[config.mk]
export PLATFORM = sky130hd
export DESIGN_NAME = ov7670_config_seq
export DESIGN_NICKNAME = d
export VERILOG_FILES = /design/src/rtl/ov7670_config_seq.sv
export SDC_FILE = /design/constraint.sdc
export NUM_CORES = 1
export LEC_CHECK = 0
export BUFFER_PORTS_ARGS = -buffer_cell sky130_fd_sc_hd__buf_2
export CORE_MARGIN = 2
export CORE_UTILIZATION = 54
export CTS_CLUSTER_DIAMETER = 40
export DETAILED_ROUTE_END_ITERATION = 10
export PLACE_DENSITY = 0.82
export SLEW_MARGIN = 30
export SYNTH_ARGS = -nofsm -noshare
export SYNTH_HDL_FRONTEND = slang
export SYNTH_SLANG_ARGS = --single-unit
[constraint.sdc]
create_clock -name clk -period 2.4 [get_ports clk]
set_input_delay 0.48 -clock clk [delete_from_list [all_inputs] [get_ports clk]]
set_output_delay 0.48 -clock clk [all_outputs]
set_load 0.05 [all_outputs]
[src/rtl/ov7670_config_seq.sv]
// OV7670 configuration sequencer.
// Walks the register-configuration ROM from address 0 and issues one SCCB
// register write per entry. Entry 0xFFF0 inserts a DELAY_CYCLES wait, entry
// 0xFFFF ends the sequence, and the last ROM address ends it without wrapping.
module ov7670_config_seq #(
  parameter int unsigned DELAY_CYCLES = 250000,
  parameter int unsigned ADDR_W       = 8
) (
  input  logic              clk,
  input  logic              rst,
  input  logic              start,
  output logic [ADDR_W-1:0] rom_addr,
  input  logic [15:0]       rom_dout,
  output logic              sccb_start,
  output logic [7:0]        sccb_reg,
  output logic [7:0]        sccb_data,
  input  logic              sccb_ready,
  output logic              busy,
  output logic              done
);

  // The delay counter only has to reach DELAY_CYCLES-1.
  localparam int unsigned CNT_W = (DELAY_CYCLES > 1) ? $clog2(DELAY_CYCLES) : 1;
  localparam logic [CNT_W-1:0]  DLY_LAST  = CNT_W'(DELAY_CYCLES - 1);
  localparam logic [ADDR_W-1:0] ADDR_LAST = '1;

  localparam logic [15:0] ENTRY_END   = 16'hFFFF;
  localparam logic [15:0] ENTRY_DELAY = 16'hFFF0;

  typedef enum logic [3:0] {
    IDLE,
    FETCH,
    DECODE,
    SEND,
    WAIT_GUARD,
    WAIT,
    DELAY,
    NEXT,
    FINISH
  } state_t;

  state_t           state;
  logic [CNT_W-1:0] dly_cnt;

  // Sequencer FSM; every output is a register updated here.
  always_ff @(posedge clk) begin
    if (rst) begin
      state      <= IDLE;
      rom_addr   <= '0;
      sccb_start <= 1'b0;
      sccb_reg   <= '0;
      sccb_data  <= '0;
      busy       <= 1'b0;
      done       <= 1'b0;
      dly_cnt    <= '0;
    end else begin
      sccb_start <= 1'b0;
      case (state)
        IDLE: begin
          if (start) begin
            rom_addr <= '0;
            busy     <= 1'b1;
            done     <= 1'b0;
            state    <= FETCH;
          end
        end

        FETCH: state <= DECODE;

        DECODE: begin
          if (rom_dout == ENTRY_END) begin
            state <= FINISH;
          end else if (rom_dout == ENTRY_DELAY) begin
            dly_cnt <= '0;
            state   <= DELAY;
          end else begin
            sccb_reg  <= rom_dout[15:8];
            sccb_data <= rom_dout[7:0];
            state     <= SEND;
          end
        end

        SEND: begin
          if (sccb_ready) begin
            sccb_start <= 1'b1;
            state      <= WAIT_GUARD;
          end
        end

        // Ready is ignored here so the master has a cycle to drop it.
        WAIT_GUARD: state <= WAIT;

        WAIT: begin
          if (sccb_ready) begin
            state <= NEXT;
          end
        end

        DELAY: begin
          dly_cnt <= dly_cnt + CNT_W'(1);
          if (dly_cnt == DLY_LAST) begin
            state <= NEXT;
          end
        end

        NEXT: begin
          if (rom_addr == ADDR_LAST) begin
            state <= FINISH;
          end else begin
            rom_addr <= rom_addr + ADDR_W'(1);
            state    <= FETCH;
          end
        end

        FINISH: begin
          busy  <= 1'b0;
          done  <= 1'b1;
          state <= IDLE;
        end

        default: state <= IDLE;
      endcase
    end
  end

endmodule
==> metrics, run 1 <==
Synth top area share=0.423; CTS tree=yes; Initial DRC Count=167; Routed Antenna Nets=0; Seq pwr share=0.440; pwr/cell area=around 770 nW/um^2; largest area contributor in the netlist=dfxtp_1; Post-synth EDFFs=0; PortBufs=between 40 and 50; gr usage total=0.219; average size of a mapped cell=8.85 sq um; CP delay by family, top=simple AND/OR/NAND/NOR gates; critical path type=flop to flop; pin count of the biggest net entering global routing=27; row cnt=23; Cell Chain, Critical Path=or4b_4 > nor2_4 > a21oi_2 > or4_1 > a21oi_1; routed len/inst=about 14 um; Initial Util=0.571; placed cells=352; first-pass GRT wire length=~9000 um; WP buf/inv=0; Via density=roughly 5.8; fin crit share=0.854; Clock power frac=0.237; fin. max-slew vios=0; worst-skew pair later-pin latency=~0.3 ns; number of flip-flops in the largest register=18; Seq/Total Area, Yosys=0.423; Reg2Reg Depth=5; Rel. slew slack=0.466; Netlist Area Pre-Place=between 2000 and 2500 sq um; Ports=between 40 and 50; Internal Power=1.31 mW; RSZ-0062 raised after global routing=no; Power, Total=slightly above 2 mW; cell count after synthesis=around 260; Synth Warn #=0; Most flops, register=dly_cnt; TritonRoute pass-1 iters=4; Crit. End Element=flop; hold wc startpoint=rom_dout[10]; antenna violations before repair=0; switching share of total power=0.366; number of hold violations in the final report=0; skew final=~0.0095 ns; Layout area overhead=15.9%; Async SR Flop Fraction=0; PostCTS Resize Cnt=0; most frequent cell after synthesis=dfxtp_1; hold endpoint=sccb_reg[2]$_SDFFE_PP0P_; Filler cells=345; CP Launch Type=flop; drc violations=0; Worst Hold Depth=3; die area=4830 sq um; Psw=roughly 760 uW; origin of the critical flop-to-flop path=state[0]$_SDFFE_PP0P_; Leakage=1.04 nW; Yosys reg bits=49; VDD IR-drop max=0.000563 V; WP data required=approximately 2.6 ns; reg-to-reg critical path endpoint=dly_cnt[6]$_SDFFE_PP0P_; Setup WS post-layout=about 0.35 ns; pre-CTS setup slack=0.0729 ns; core footprint=about 4000 sq um; Arr. time, crit path=between 2 and 2.5 ns; Horiz. Die Dim=69.5 um; final setup TNS=0 ns; clk slew on worst S/H paths=about 0.090 ns; CP max stage delay=around 0.58 ns; dpl hpwl=~3600 um; outcome=completed; Setup Buffers After CTS=0; htree depth=2; CTS Buf Count=5; vias in the first global route=about 1900; Gate power share=0.323; min Tclk post-route=between 2 and 2.5 ns; Slowest cell on crit path=or4b_4; via count=about 2100; commonest register cell after synthesis=dfxtp_1; hold buffers post-CTS=0; synth top area cells=dfxtp_1 42%, mux2i_1 6.9%, nor2_1 6.3%; max-cap viol count=0; Hold WC Path Type=primary input to flop; synthesized netlist net count=284; Die Y=about 70 um; Final nets=around 330; Remaining Overflow, GRT=0; Routed WL=between 5000 and 6000 um; clock tree buffer depth=2; Setup Viol. Count Final=0; Max Freq=roughly 0.49 GHz; RD Place Congestion=between 0.8 and 0.9; worst-margin pin slew=roughly 0.8 ns; CP Max Fanout=22; layout cells sized above 1=0.216; Netlist cell types=46; CTS sink cnt=slightly below 50; leading cell types by count after synthesis=49 x dfxtp_1, 39 x nor2_1, 21 x nand2_1; R2R Setup Slk=about 0.35 ns; non-filler cells, final=360; cell chosen for the clock root=clkbuf_8; antenna cells=0
-- worst max path at each step --
stage,from,to,slack [ns],cells past startpoint
finish,state[0]$_SDFFE_PP0P_,dly_cnt[6]$_SDFFE_PP0P_,0.35,5
global route,state[2]$_SDFFE_PP0P_,dly_cnt[6]$_SDFFE_PP0P_,0.16,5
CTS,state[0]$_SDFFE_PP0P_,dly_cnt[6]$_SDFFE_PP0P_,0.35,5
detailed placement,rom_dout[0],dly_cnt[13]$_SDFFE_PP0P_,0.07,6
global placement,rom_dout[0],dly_cnt[11]$_SDFFE_PP0P_,0.14,6
floorplan,rom_dout[0],dly_cnt[14]$_SDFFE_PP0P_,0.31,6
-- final cells by class --
class | instances | area [sq um] | share of cell area
well taps | 50 | 62.6 | 0.0233
inverters | 3 | 11.3 | 0.00419
repair buffers | 54 | 290 | 0.108
multi-input cells | 196 | 1250 | 0.467
clock buffers | 6 | 72.6 | 0.0270
flip-flops and latches | 49 | 981 | 0.365
clock inverters | 2 | 13.8 | 0.00512
-- worst register-to-register path, stage by stage (launching register included) --
cell     delay [ns]
dfxtp_1        0.33
or4b_4         0.58
nor2_4         0.14
a21oi_2        0.21
or4_1          0.57
a21oi_1        0.15
-- metrics by stage --
stage / cell area [sq um] / util / hold slack [ns]
final: 2690 / 0.662 / 0.428
after global routing: 2690 / 0.662 / 0.423
after CTS: 2690 / 0.662 / 0.416
after detailed placement: 2600 / 0.641 / 0.479
after global placement: 2590 / 0.639 / 0.461
after floorplan: 2320 / - / 0.446
-- power by group through the flow --
stage,combinational (mW),clock [mW],sequential [mW]
2_1_floorplan,0.354,0,1.10
3_3_place_gp,0.645,0,0.926
3_5_place_dp,0.666,0,0.927
4_1_cts,0.666,0.503,0.910
5_1_grt,0.719,0.538,0.919
6_report,0.670,0.491,0.911
-- logic make-up (layout without fill, tap and decap cells) --
family                   Yosys count  after routing  synth area share
AO/OA/AOI/OAI                     50             50             0.146
AND/OR/NAND/NOR                  114            114             0.259
XOR/XNOR                          14             14            0.0529
flip-flops                        49             49             0.423
buffers and inverters             17             65            0.0389
adder cells (fa/ha/maj)            2              2            0.0108
multiplexers                      16             16            0.0691
-- cell usage in the layout, fill, tap and decap left out, drive strengths merged, types with 2 or more instances in the layout --
cell,instances
or4,8
or2,2
dfxtp,49
o21ai,4
a21oi,19
nor3b,2
clkbuf,6
ha,2
o31ai,7
o211ai,5
nor4bb,2
mux2i,16
nor4b,2
inv,4
o41ai,3
nand2,21
o21bai,2
nand4,6
xnor2,4
xor2,10
buf,54
nor2,40
nand3,8
or3,4
a22oi,2
or4b,2
nor4,4
and3,5
o2111ai,2
nor3,2
and4,2
-- metal layers --
layer / share of wire / global-route usage
met5: 0 / 0
met4: 0.011 / 0.0719
met3: 0.049 / 0.0480
met2: 0.47 / 0.357
met1: 0.47 / 0.287
Power figures use the tool's default switching activity.
==> run 2: changes to the inputs <==
- CORE_UTILIZATION: 54 -> 50
- PLACE_DENSITY: 0.82 -> 0.77
- TNS_END_PERCENT: unset -> 30
==> run 2 against run 1 <==
Against the previous run: cell count is 0.28% higher; critical endpoint unchanged; highest routed layer unchanged; global-route usage shrank 2.2 points; count of clock-buffer cells in the layout fell by 1; worst setup slack better by 0.0081 ns; routed wire length decreased by 4.9%; die area rose by 7.5%; first-iteration DRC count fell by 39%; largest cell class unchanged; combinational power down 2%.
==> metrics, run 2 (same netlist as run 1, synthesis figures left out) <==
Most flops, register=dly_cnt (unchanged); Finished Core Util=0.613 (was 0.662); hold endpoint=sccb_data[7]$_SDFFE_PP0P_ (was sccb_reg[2]$_SDFFE_PP0P_); Die Y=72.1 um (was 69.5 um); Ports=47 (unchanged); fin. max-slew vios=0 (unchanged); commonest cells after routing, fill and taps aside=49 x dfxtp_1, 46 x buf_2, 39 x nor2_1 (unchanged); CTS Buf Count=5 (unchanged); Worst Hold Depth=3 (unchanged); Initial DRC Count=102 (was 167); routed len/inst=13.2 um (was 13.9 um); TritonRoute pass-1 iters=4 (unchanged); RSZ-0062 raised after global routing=no (unchanged); Cell Chain, Critical Path=or4b_4 > nor2_4 > a21oi_2 > or4_1 > a21oi_1 (unchanged); Layout area overhead=16.7% (was 15.9%); worst-margin pin slew=0.751 ns (was 0.801 ns); antenna cells=0 (unchanged); critical path type=flop to flop (unchanged); max-cap viol count=0 (unchanged); row cnt=24 (was 23); number of hold violations in the final report=0 (unchanged); first-pass GRT wire length=8220 um (was 8820 um); switching share of total power=0.343 (was 0.366); PostCTS Resize Cnt=0 (unchanged); fin crit share=0.850 (was 0.854); Clock power frac=0.268 (was 0.237); CP Launch Type=flop (unchanged); Power, Total=2.14 mW (was 2.07 mW); Routed Antenna Nets=0 (unchanged); Seq pwr share=0.425 (was 0.440); CP Max Fanout=22 (unchanged); htree depth=2 (unchanged); pwr/cell area=792 nW/um^2 (was 771 nW/um^2); gr usage total=0.196 (was 0.219); Crit. End Element=flop (unchanged); pin count of the biggest net entering global routing=27 (unchanged); skew final=0.00786 ns (was 0.00945 ns); outcome=completed (unchanged); CP delay by family, top=simple AND/OR/NAND/NOR gates (unchanged); WP data required=2.63 ns (about the same); layout cells sized above 1=0.217 (was 0.216); via count=2073 (was 2072); CTS tree=yes (unchanged); VDD IR-drop max=0.000404 V (was 0.000563 V); Worst setup startpoint=state[0]$_SDFFE_PP0P_ (unchanged); Max Freq=0.490 GHz (was 0.488 GHz); min Tclk post-route=2.04 ns (was 2.05 ns); PortBufs=46 (unchanged); worst-skew pair later-pin latency=0.30 ns (about the same); R2R Setup Slk=0.36 ns (was 0.35 ns); antenna violations before repair=0 (unchanged); number of flip-flops in the largest register=18 (unchanged); reg-to-reg critical path endpoint=dly_cnt[6]$_SDFFE_PP0P_ (unchanged); Leakage=1.05 nW (was 1.04 nW); Arr. time, crit path=2.27 ns (was 2.28 ns); clock tree buffer depth=2 (unchanged); hold buffers post-CTS=0 (unchanged); Reg2Reg Depth=5 (unchanged); Setup Buffers After CTS=0 (unchanged); Remaining Overflow, GRT=0 (unchanged); Setup Viol. Count Final=0 (unchanged); core footprint=4410 sq um (was 4060 sq um); Via density=5.74 (was 5.76); Rel. slew slack=0.499 (was 0.466); clk slew on worst S/H paths=0.09 ns (about the same); origin of the critical flop-to-flop path=state[0]$_SDFFE_PP0P_ (unchanged); Hold WC Path Type=primary input to flop (unchanged); final setup TNS=0 ns (unchanged); vias in the first global route=1834 (was 1914); CP max stage delay=0.58 ns (about the same); Routed WL=4770 um (was 5010 um); Psw=734 uW (was 758 uW); drc violations=0 (unchanged); Final nets=331 (unchanged); Gate power share=0.307 (was 0.323); WP buf/inv=0 (unchanged); CTS sink cnt=49 (unchanged); dpl hpwl=3430 um (was 3600 um); Horiz. Die Dim=72.1 um (was 69.5 um); most common cell after layout, fill and taps aside=dfxtp_1 (unchanged); Initial Util=0.525 (was 0.571); RD Place Congestion=0.802 (was 0.833); hold wc startpoint=rom_dout[7] (was rom_dout[10]); die area=5200 sq um (was 4830 sq um); cell chosen for the clock root=clkbuf_8 (unchanged); Internal Power=1.41 mW (was 1.31 mW); Slowest cell on crit path=or4b_4 (unchanged)
## run 2: cell types whose count changed in the layout (fill, tap and decap cells not counted)
cell | before | now
clkbuf_1 | 1 | 0
inv_6 | 1 | 0
bufinv_16 | 0 | 1
## run 2: cell type report
| cell class | count | area, sq um |
|---|---|---|
| sequential | 49 | 981 |
| clock inverter | 2 | 35.0 |
| fill | 371 | 1710 |
| clock buffer | 5 | 68.8 |
| tap | 52 | 65.1 |
| inverter | 3 | 11.3 |
| multi-input combinational | 196 | 1250 |
| timing repair buffer | 54 | 290 |
## run 2: per-layer routing
metal  vias up  global-route usage  routed length [um]
li1       1052                   -                   -
met1       959               0.271                2290
met2        58               0.300                2180
met3         4              0.0486                 250
met4         0              0.0692                  44
met5         -                   0                   0
## run 2: through the flow
stage                     cell area, sq um  hold slack, ns  setup WS (ns)  instances
after CTS                             2710           0.422          0.369        361
after floorplan                       2320           0.446          0.314        262
after global placement                2590           0.462          0.149        354
after global routing                  2710           0.441          0.255        361
final                                 2710           0.426          0.360        361
after detailed placement              2600           0.473          0.110        354
## run 2: power groups by stage
stage	registers, mW	clock network (mW)	logic (mW)
finish	0.911	0.574	0.657
global route	0.918	0.615	0.710
CTS	0.911	0.585	0.657
detailed placement	0.927	0	0.657
global placement	0.925	0	0.649
floorplan	1.10	0	0.354
## run 2: how the worst max path moves through the flow
stage	slack [ns]	cells past startpoint	end
2_1_floorplan	0.31	6	dly_cnt[14]$_SDFFE_PP0P_
3_3_place_gp	0.15	6	dly_cnt[9]$_SDFFE_PP0P_
3_5_place_dp	0.11	6	dly_cnt[16]$_SDFFE_PP0P_
4_1_cts	0.37	5	dly_cnt[6]$_SDFFE_PP0P_
5_1_grt	0.25	5	dly_cnt[16]$_SDFFE_PP0P_
6_report	0.36	5	dly_cnt[6]$_SDFFE_PP0P_
## run 2: tightest hold or removal path, cell delays in order
cell and delay (ns):
buf_2 0.09, mux2i_1 0.06, nor2_1 0.07
==> run 3: changes to the inputs <==
- clock period: 2.4 -> 2.3 ns (I/O delays scaled with it)
==> run 3 against run 2 <==
Against the previous run: power up 5.3%; fmax grew 0.21%; worst hold slack got worse by 0.028 ns; critical path depth stayed put; cell count rose by 0.55%; critical path type unchanged; combinational power rose by 4.1%; clock skew about the same; routed wire length is 2.2% higher; sequential share of layout area fell by 0.22 points; worst setup slack worse by 0.096 ns; sequential power is 4.2% higher; count of clock-buffer cells in the layout unchanged.
==> metrics, run 3 (same netlist as run 1, synthesis figures left out) <==
outcome=completed (unchanged); Reg2Reg Depth=5 (unchanged); PostCTS Resize Cnt=0 (unchanged); WP buf/inv=0 (unchanged); row cnt=24 (unchanged); Max Freq=0.491 GHz (was 0.490 GHz); Most flops, register=dly_cnt (unchanged); CP max stage delay=0.58 ns (about the same); Setup WS post-layout=0.264 ns (was 0.360 ns); pwr/cell area=829 nW/um^2 (was 792 nW/um^2); CTS Buf Count=5 (unchanged); Remaining Overflow, GRT=0 (unchanged); clock tree buffer depth=2 (unchanged); max-cap viol count=0 (unchanged); commonest cells after routing, fill and taps aside=49 x dfxtp_1, 46 x buf_2, 39 x nor2_1 (unchanged); worst-skew pair later-pin latency=0.31 ns (was 0.30 ns); pre-CTS setup slack=0.0197 ns (was 0.110 ns); CP delay by family, top=simple AND/OR/NAND/NOR gates (unchanged); Via density=5.74 (about the same); drc violations=0 (unchanged); Leakage=1.06 nW (was 1.05 nW); hold buffers post-CTS=0 (unchanged); min Tclk post-route=2.04 ns (about the same); PortBufs=46 (unchanged); fin crit share=0.885 (was 0.850); Slowest cell on crit path=or4b_4 (unchanged); first-pass GRT wire length=8310 um (was 8220 um); Routed Antenna Nets=0 (unchanged); most common cell after layout, fill and taps aside=dfxtp_1 (unchanged); hold slack=0.398 ns (was 0.426 ns); antenna cells=0 (unchanged); VDD IR-drop max=0.000690 V (was 0.000404 V); pin count of the biggest net entering global routing=27 (unchanged); number of flip-flops in the largest register=18 (unchanged); RD Place Congestion=0.845 (was 0.802); worst-margin pin slew=0.740 ns (was 0.751 ns); R2R Setup Slk=0.26 ns (was 0.36 ns); Horiz. Die Dim=72.1 um (unchanged); Ports=47 (unchanged); Setup Viol. Count Final=0 (unchanged); Initial Util=0.525 (unchanged); origin of the critical flop-to-flop path=state[0]$_SDFFE_PP0P_ (unchanged); Routed WL=4880 um (was 4770 um); gr usage total=0.198 (was 0.196); number of hold violations in the final report=0 (unchanged); TritonRoute pass-1 iters=4 (unchanged); CTS tree=yes (unchanged); Hold WC Path Type=primary input to flop (unchanged); Cell Chain, Critical Path=or4b_4 > nor2_4 > a21oi_2 > or4_1 > a21oi_1 (unchanged); placed cells=355 (was 354); htree depth=2 (unchanged); reg-to-reg critical path endpoint=dly_cnt[15]$_SDFFE_PP0P_ (was dly_cnt[6]$_SDFFE_PP0P_); via count=2083 (was 2073); Setup Buffers After CTS=0 (unchanged); Arr. time, crit path=2.27 ns (about the same); dpl hpwl=3470 um (was 3430 um); final setup TNS=0 ns (unchanged); routed len/inst=13.4 um (was 13.2 um); Worst Hold Depth=3 (unchanged); RSZ-0062 raised after global routing=no (unchanged); cell chosen for the clock root=clkbuf_8 (unchanged); antenna violations before repair=0 (unchanged); CP Launch Type=flop (unchanged); Layout area overhead=17.4% (was 16.7%); layout cells sized above 1=0.222 (was 0.217); clk slew on worst S/H paths=0.09 ns (about the same); critical path type=flop to flop (unchanged); Die Y=72.1 um (unchanged); Final nets=332 (was 331); non-filler cells, final=363 (was 361); Crit. End Element=flop (unchanged); vias in the first global route=1898 (was 1834); core footprint=4410 sq um (unchanged); fin. max-slew vios=0 (unchanged); Initial DRC Count=103 (was 102); WP data required=2.54 ns (was 2.63 ns); Rel. slew slack=0.506 (was 0.499); CP Max Fanout=22 (unchanged); CTS sink cnt=49 (unchanged); skew final=0.00811 ns (was 0.00786 ns); hold wc startpoint=rom_dout[5] (was rom_dout[7]); hold endpoint=sccb_data[5]$_SDFFE_PP0P_ (was sccb_data[7]$_SDFFE_PP0P_); die area=5200 sq um (unchanged)
[run 3: cell types whose count changed in the layout (fill, tap and decap cells not counted), sizes merged]
cell	before	now
buf	54	55
inv	3	4
[run 3: metrics by stage]
step           area [sq um]  power (mW)  utilization
2_1_floorplan          2320        1.52            -
3_3_place_gp           2600        1.64        0.590
3_5_place_dp           2610        1.65        0.591
4_1_cts                2720        2.27        0.617
5_1_grt                2720        2.37        0.617
6_report               2720        2.26        0.617
[run 3: layout make-up]
| class | instances | area (sq um) |
|---|---|---|
| Clock inverter | 3 | 43.8 |
| Inverter | 3 | 11.3 |
| Clock buffer | 5 | 68.8 |
| Sequential cell | 49 | 981 |
| Fill cell | 409 | 1690 |
| Tap cell | 52 | 65.1 |
| Multi-Input combinational cell | 196 | 1250 |
| Timing Repair Buffer | 55 | 298 |
[run 3: where the power goes]
part	switching, mW	total (mW)	leakage, nW	internal (mW)
Sequential	0.0322	0.949	0.396	0.917
Combinational	0.448	0.684	0.601	0.236
Clock	0.297	0.623	0.0585	0.326
Total	0.777	2.26	1.06	1.48
[run 3: worst register-to-register path: stages (launching register included)]
cell and delay (ns):
dfxtp_1 0.32, or4b_4 0.58, nor2_4 0.14, a21oi_2 0.20
or4_1 0.56, a21oi_1 0.17
[run 3: layer usage]
metal	global-route usage	vias to the layer above	part of all wire
met2	0.330	52	0.47
met5	0	-	0
met4	0.0818	0	0.015
met1	0.248	972	0.47
met3	0.0444	7	0.050
li1	-	1052	-
[run 3: how the worst max path moves through the flow]
stage                           from                       end  slack [ns]  cells after the start
2_1_floorplan            rom_dout[0]  dly_cnt[14]$_SDFFE_PP0P_        0.23                      6
3_3_place_gp             rom_dout[0]  dly_cnt[11]$_SDFFE_PP0P_        0.07                      6
3_5_place_dp             rom_dout[0]   dly_cnt[6]$_SDFFE_PP0P_        0.02                      6
4_1_cts        state[0]$_SDFFE_PP0P_  dly_cnt[15]$_SDFFE_PP0P_        0.25                      5
5_1_grt        state[2]$_SDFFE_PP0P_  dly_cnt[15]$_SDFFE_PP0P_        0.14                      5
6_report       state[0]$_SDFFE_PP0P_  dly_cnt[15]$_SDFFE_PP0P_        0.26                      5
